--- src/rtl/reg_wb_queue.sv ---
// Register writeback arbiter: ALU results win, queued load results fill idle slots.
// Latency: one cycle from accepted ALU input or queue head to the registered write port.
// Backpressure: mem_ready drops when the load queue is full; no fairness toward the queue.
module reg_wb_queue #(
    parameter int DATA_WIDTH    = 32,
    parameter int ADDRESS_WIDTH = 5,
    parameter int DEPTH         = 4
) (
    input  logic                       clk,
    input  logic                       rst,
    input  logic                       alu_valid,
    input  logic [ADDRESS_WIDTH-1:0]   alu_dest,
    input  logic [DATA_WIDTH-1:0]      alu_data,
    input  logic                       mem_valid,
    output logic                       mem_ready,
    input  logic [ADDRESS_WIDTH-1:0]   mem_dest,
    input  logic [DATA_WIDTH-1:0]      mem_data,
    input  logic [ADDRESS_WIDTH-1:0]   rd_addr1,
    input  logic [ADDRESS_WIDTH-1:0]   rd_addr2,
    output logic                       rd_pending1,
    output logic                       rd_pending2,
    output logic                       rg_wrt_en,
    output logic [ADDRESS_WIDTH-1:0]   rg_wrt_dest,
    output logic [DATA_WIDTH-1:0]      rg_wrt_data,
    output logic [$clog2(DEPTH):0]     fifo_count
);

    localparam int PTR_W = $clog2(DEPTH);
    localparam int CNT_W = PTR_W + 1;

    // Load-result queue storage; payload needs no reset, only the valid bits do.
    logic [ADDRESS_WIDTH-1:0] ent_dest_q [DEPTH];
    logic [DATA_WIDTH-1:0]    ent_data_q [DEPTH];
    logic [DEPTH-1:0]         ent_vld_q;

    logic [PTR_W-1:0]         head_q, head_d;
    logic [PTR_W-1:0]         tail_q, tail_d;
    logic [CNT_W-1:0]         count_q, count_d;

    logic                     wen_q, wen_d;
    logic [ADDRESS_WIDTH-1:0] wdest_q, wdest_d;
    logic [DATA_WIDTH-1:0]    wdata_q, wdata_d;

    logic alu_wr;
    logic push;
    logic pop;

    // Arbitration and next-state: ALU first, else drain the head; dest 0 loads are swallowed.
    always_comb begin
        mem_ready = !rst && (count_q < CNT_W'(DEPTH));
        alu_wr    = alu_valid && (alu_dest != '0);
        push      = mem_valid && mem_ready && (mem_dest != '0);
        pop       = !alu_wr && (count_q != '0);

        head_d  = head_q;
        tail_d  = tail_q;
        count_d = count_q;
        wen_d   = 1'b0;
        wdest_d = wdest_q;
        wdata_d = wdata_q;

        if (alu_wr) begin
            wen_d   = 1'b1;
            wdest_d = alu_dest;
            wdata_d = alu_data;
        end else if (pop) begin
            wen_d   = 1'b1;
            wdest_d = ent_dest_q[head_q];
            wdata_d = ent_data_q[head_q];
            head_d  = head_q + PTR_W'(1);
        end

        if (push) begin
            tail_d = tail_q + PTR_W'(1);
        end

        case ({push, pop})
            2'b10:   count_d = count_q + CNT_W'(1);
            2'b01:   count_d = count_q - CNT_W'(1);
            default: count_d = count_q;
        endcase
    end

    // Control state and the registered write port; reset discards everything queued.
    always_ff @(posedge clk) begin
        if (rst) begin
            head_q  <= '0;
            tail_q  <= '0;
            count_q <= '0;
            wen_q   <= 1'b0;
            wdest_q <= '0;
            wdata_q <= '0;
        end else begin
            head_q  <= head_d;
            tail_q  <= tail_d;
            count_q <= count_d;
            wen_q   <= wen_d;
            wdest_q <= wdest_d;
            wdata_q <= wdata_d;
        end
    end

    // Entry valid bits: pop and push never hit the same slot on one edge (empty or full).
    always_ff @(posedge clk) begin
        if (rst) begin
            ent_vld_q <= '0;
        end else begin
            if (pop)  ent_vld_q[head_q] <= 1'b0;
            if (push) ent_vld_q[tail_q] <= 1'b1;
        end
    end

    // Entry payload written at the tail on each real enqueue.
    always_ff @(posedge clk) begin
        if (push) begin
            ent_dest_q[tail_q] <= mem_dest;
            ent_data_q[tail_q] <= mem_data;
        end
    end

    // Hazard lookup: a source is pending while any queued entry or the write port targets it.
    always_comb begin
        rd_pending1 = wen_q && (wdest_q == rd_addr1);
        rd_pending2 = wen_q && (wdest_q == rd_addr2);
        for (int i = 0; i < DEPTH; i++) begin
            if (ent_vld_q[i] && (ent_dest_q[i] == rd_addr1)) rd_pending1 = 1'b1;
            if (ent_vld_q[i] && (ent_dest_q[i] == rd_addr2)) rd_pending2 = 1'b1;
        end
        if (rd_addr1 == '0) rd_pending1 = 1'b0;
        if (rd_addr2 == '0) rd_pending2 = 1'b0;
    end

    assign rg_wrt_en   = wen_q;
    assign rg_wrt_dest = wdest_q;
    assign rg_wrt_data = wdata_q;
    assign fifo_count  = count_q;

endmodule

--- config.mk ---
export PLATFORM = sky130hd
export DESIGN_NAME = reg_wb_queue
export DESIGN_NICKNAME = d
export VERILOG_FILES = /design/src/rtl/reg_wb_queue.sv
export SDC_FILE = /design/constraint.sdc
export NUM_CORES = 1
export LEC_CHECK = 0
export BUFFER_PORTS_ARGS = -buffer_cell sky130_fd_sc_hd__buf_2
export CAP_MARGIN = 0
export CORE_MARGIN = 4
export CORE_UTILIZATION = 51
export CTS_CLUSTER_DIAMETER = 60
export DETAILED_ROUTE_END_ITERATION = 8
export GPL_ROUTABILITY_DRIVEN = 0
export PLACE_DENSITY = 0.76
export RECOVER_POWER = 50
export SETUP_SLACK_MARGIN = 0.05
export SYNTH_ARGS = -nofsm -noshare
export SYNTH_HDL_FRONTEND = slang
export SYNTH_SLANG_ARGS = --single-unit
export TNS_END_PERCENT = 20
--- constraint.sdc ---
create_clock -name clk -period 2.54 [get_ports clk]
set_input_delay 0.508 -clock clk [delete_from_list [all_inputs] [get_ports clk]]
set_output_delay 0.508 -clock clk [all_outputs]
set_load 0.01 [all_outputs]
### After elaboration in Yosys (flattened, before gate mapping)

Memories as Yosys holds them, arrays and structs flattened. A register that Yosys moved wholly into a read port is not among the register bits.
Cells that the tools add are included.

| cells by class | value |
|---|---|
| add/sub/neg operators | 4 |
| order comparisons | 5 |
| equality and inequality tests | 12 |
| multiplexer cells | 30 |
| bitwise operators | 4 |
| reduce and logical (&&, ||, !) cells | 27 |

Operators by type and width:

| operator | count |
|---|---|
| 32-bit two-way mux | 2 |
| 5-bit == test | 10 |
| 1-bit logical AND | 17 |
| 1-bit two-way mux | 16 |
| 4-bit two-way mux | 3 |
| 5-bit logical NOT | 2 |
| 5-bit two-way mux | 2 |
| 5-bit nonzero test | 2 |
| 2-bit two-way mux | 4 |
| 2-bit by 3-bit less-than comparator with 1-bit output, second input constant | 2 |
| 3-bit case mux with 2 select lines | 1 |
| 2-bit by 1-bit adder with 2-bit output, second input constant | 2 |
| 4-bit AND | 1 |
| 1-bit demux with 2-bit select | 2 |
| 2-bit by 1-bit >= comparator with 1-bit output, second input constant | 2 |
| 4-bit NOT | 1 |
| 4-bit bitwise OR | 1 |
| 2-bit nonzero test | 2 |
| 3-bit by 1-bit adder with 3-bit output, second input constant | 1 |
| 3-bit less-than comparator, second input constant | 1 |
| 3-bit nonzero test | 1 |
| 3-bit by 1-bit subtractor with 3-bit output, second input constant | 1 |
| 2-bit by 1-bit == test with 1-bit output, second input constant | 1 |
| 2-bit == test, second input constant | 1 |
| other kinds (3) | 4 |

| storage, ports and cells | value |
|---|---|
| bits in registers | 49 |
| RAM bits | 148 |
| output and inout bits | 44 |
| memories kept | 2 |

Memories:

| memory | words | bits a word | rd ports | clocked after memory_dff | write ports | line | text |
|---|---|---|---|---|---|---|---|
| ent_data_q | 4 | 32 | 1 | 1 | 1 | 33 | `logic [DATA_WIDTH-1:0] ent_data_q [DEPTH];` |
| ent_dest_q | 4 | 5 | 5 | 1 | 1 | 32 | `logic [ADDRESS_WIDTH-1:0] ent_dest_q [DEPTH];` |

### Logic depth before layout (Yosys ltp)

| logic depth | value |
|---|---|
| depth after elaboration | 10 |
| mapped depth | 12 |
| depth with buffers taken out | 10 |

### Worst setup path after synthesis

No wires, ideal clock.

| path | value |
|---|---|
| kind | in2reg |
| start point | input rst |
| end point | memory ent_data_q[0][0], enable pin |
| arrival time | 2,343 ps |
| setup slack | -201 ps |
| stages on the path | 6 |
| path buffers | 2 |
| path through | clkbuf_1 > nor2_1 > nand2_1 > a21oi_1 > clkbuf_1 > and2_1 |

| on the way | value |
|---|---|
| word-level cells in the longest chain between the ends | 6 |

Ends and longest elaborated chain:

| item | line | text |
|---|---|---|
| start, declared | 10 | `input logic rst,` |
| 1-bit logical NOT | 50 | `mem_ready = !rst && (count_q < CNT_W'(DEPTH));` |
| 1-bit logical AND | 50 |  |
| named net mem_ready | 15 | `output logic mem_ready,` |
| 1-bit logical AND (2 in series) | 52 | `push = mem_valid && mem_ready && (mem_dest != '0);` |
| 1-bit two-way mux | 115 | `if (push) begin` |
| 1-bit two-way mux (not written as such) | 117 | `ent_data_q[tail_q] <= mem_data;` |
| end, declared | 33 |  |

The timed path passes the listed nets, and every way through them passes these cells.

==> impl_metrics.ini <==
[status]
outcome = finished, final reports clean

[synthesis]
yosysTopAreaCellShare = 0.521
ys_warn_count = 0
synthesis.area_um2 = 8540
synth_area_leaders = edfxtp_1, dfxtp_1, mux4_2, a311oi_2, xor2_1
syn_nets = 668
ys_ff_latch = 199
syn_area_per_cell_um2 = 15.0
yosysUniqueCellTypes = 32
yosysSeqAreaShare = 0.640
syn-instance-count = 570
yosysTopAreaCell = edfxtp_1

[timing]
finalSetupViolations = 0
max_freq_mhz = 406
worst_slack_ns = 0.0789
fin_crit_sh = 0.969
relSlewSlack = 0.313
tightestPinTransition_ns = 1.03
finalMaxSlewViolations = 0
whs_ns = 0.339
hold_viol = 0
clock_skew_ns = 0.0102
fin_crit_ns = 2.46
fin_setup_tns_ns = 0
rsz0062_at_grt = true

[detailed_routing]
via_per_inst = 5.63
vias = 5261
drc_errors = 0
drtIter0Drc = 434
drtPass1Iterations = 5
antenna_left = 0
wirelength_um = 18700
wl_per_cell_um = 20.0

[setup_path]
cp_max_fo = 3
crit_type = reg -> out
worstPathRequired_ns = 2.03
crit_start = ent_dest_q[3][3]$_DFFE_PP_
crit_path_end_kind = output port
cp.arrival_ns = 1.95
crit_path_start_kind = flop
r2r_start = fifo_count[2]$_SDFFE_PP0P_

[die]
initial_core_util = 0.518
io_pins = 132
die_w_um = 137
core_area_um2 = 16500
dieHeight_um = 137
num_rows = 47
die_area_um2 = 18900

[layout]
drive_gt1_frac = 0.262
postLayoutCoreUtil = 0.599
layout_commonest_cell = edfxtp_1
area_growth_pct = 15.5
fillCellCount = 1301
antenna_cells = 0
multi_input_area_um2 = 2840
nets = 799
final_cell_mix = edfxtp_1, clkbuf_1, nand2_1
seq_area_um2 = 5470
stdcell_count = 934

[clocking]
cts_root_buf = clkbuf_16
htree_levels = 4
cts_tree = done
hold_buffers = 0
cts_buffer_depth = 2
cts_buffers = 17
cts_sinks = 199
clkTransAtPathRegs_ns = 0.07
clk_latency_ns = 0.43

[worst_hold_path]
worstHoldStart = mem_data[31]
hold_path.class = in -> reg

[global_route]
grt_pass1_vias = 5560
antenna_found_initial = 0
grt_max_degree = 79
grt_pass1_wl_um = 28600
grt_usage = 0.201
overflow = 0

[placement]
io_buffers = 131
placedCellCount = 900
dp_hpwl_um = 12500
dp_worst_setup_slack_ns = -0.210

[pwr]
p_leak_nw = 3.31
powerDensity_nw_per_um2 = 882
peakVddDrop_mv = 0.501

[run]
max_cap_violations = 0
==> kinds of logic after synthesis <==
family,synth area share
AOI/OAI and AO/OA,0.0758
xor gates and xnor gates,0.0554
adders and majority gates,0.0155
buffers and inverters,0.0314
DFF,0.640
muxes,0.0976
and+or+nand+nor,0.0841
==> registers in the layout (all words and copies together), names as in the netlist, named ones only <==
signal and cells:
rg_wrt_data 32, rg_wrt_en 1, rg_wrt_dest 5, ent_vld_q 4, tail_q 2, ent_dest_q 20, ent_data_q 128, head_q 2
fifo_count 3
==> where the power goes <==
| group | internal, W | leakage (nW) | total [W] | switching, W |
|---|---|---|---|---|
| registers | 0.00378 | 1.77 | 0.00399 | 0.000211 |
| logic | 0.000943 | 1.30 | 0.00232 | 0.00138 |
| clock network | 0.00125 | 0.247 | 0.00238 | 0.00114 |
| total | 0.00597 | 3.31 | 0.00870 | 0.00273 |
==> final timing paths <==
kind | cells past startpoint | to | slack, ns
max | 6 | rd_pending2 | 0.08
min | 1 | ent_data_q[1][31]$_DFFE_PP_ | 0.34
min reg2reg | 2 | rg_wrt_data[4]$_SDFFE_PP0P_ | 0.51
max reg2reg | 6 | ent_data_q[0][25]$_DFFE_PP_ | 0.43
==> layout make-up <==
class	count	share of cell area
inverter	8	0.00305
clock inverter	12	0.00812
sequential	199	0.555
multi-input combinational	321	0.288
tap	220	0.0279
clock buffer	20	0.0443
timing repair buffer	154	0.0742
==> cells in the mapped netlist (all sizes together) <==
cell / number
edfxtp: 148
nand2: 80
dfxtp: 51
nor2: 50
xor2: 42
mux4: 37
a311oi: 35
clkbuf: 26
buf: 16
nand3: 16
xnor2: 12
nor4: 10
ha: 9
inv: 8
a21oi: 6
a22oi: 6
and2: 5
or4: 3
nor3: 2
o21ai: 2
o22a: 2
or3: 2
fa: 1
o31ai: 1
==> worst max-delay path, stage by stage, from the launching register on <==
cell and delay [ns]:
edfxtp_1 0.44, xor2_1 0.18, nor4_2 0.35, nand3_1 0.14, nand2_1 0.11, o22a_1 0.17, buf_2 0.14
==> routing by layer <==
| layer | wire length, um | global-route usage |
|---|---|---|
| met3 | 810 | 0.0427 |
| met4 | 527 | 0.0898 |
| met2 | 9680 | 0.345 |
| met5 | 0 | 0 |
| met1 | 7650 | 0.245 |
==> what timing repair did <==
item                                    4_1_cts  5_1_grt
endpoints found under the hold margin         0        0
setup buffers                                 0        2
pin swaps                                     0        7
endpoints found under the setup margin        1        2
gates resized for setup                       1        3
==> stage by stage <==
step	cell area [um^2]	power (W)
global placement	9410	0.00637
finish	9860	0.00870
CTS	9940	0.00883
detailed placement	9410	0.00645
floorplan	8540	0.00569
global route	9860	0.00912
Note: power is estimated with default switching activity, not from simulation.
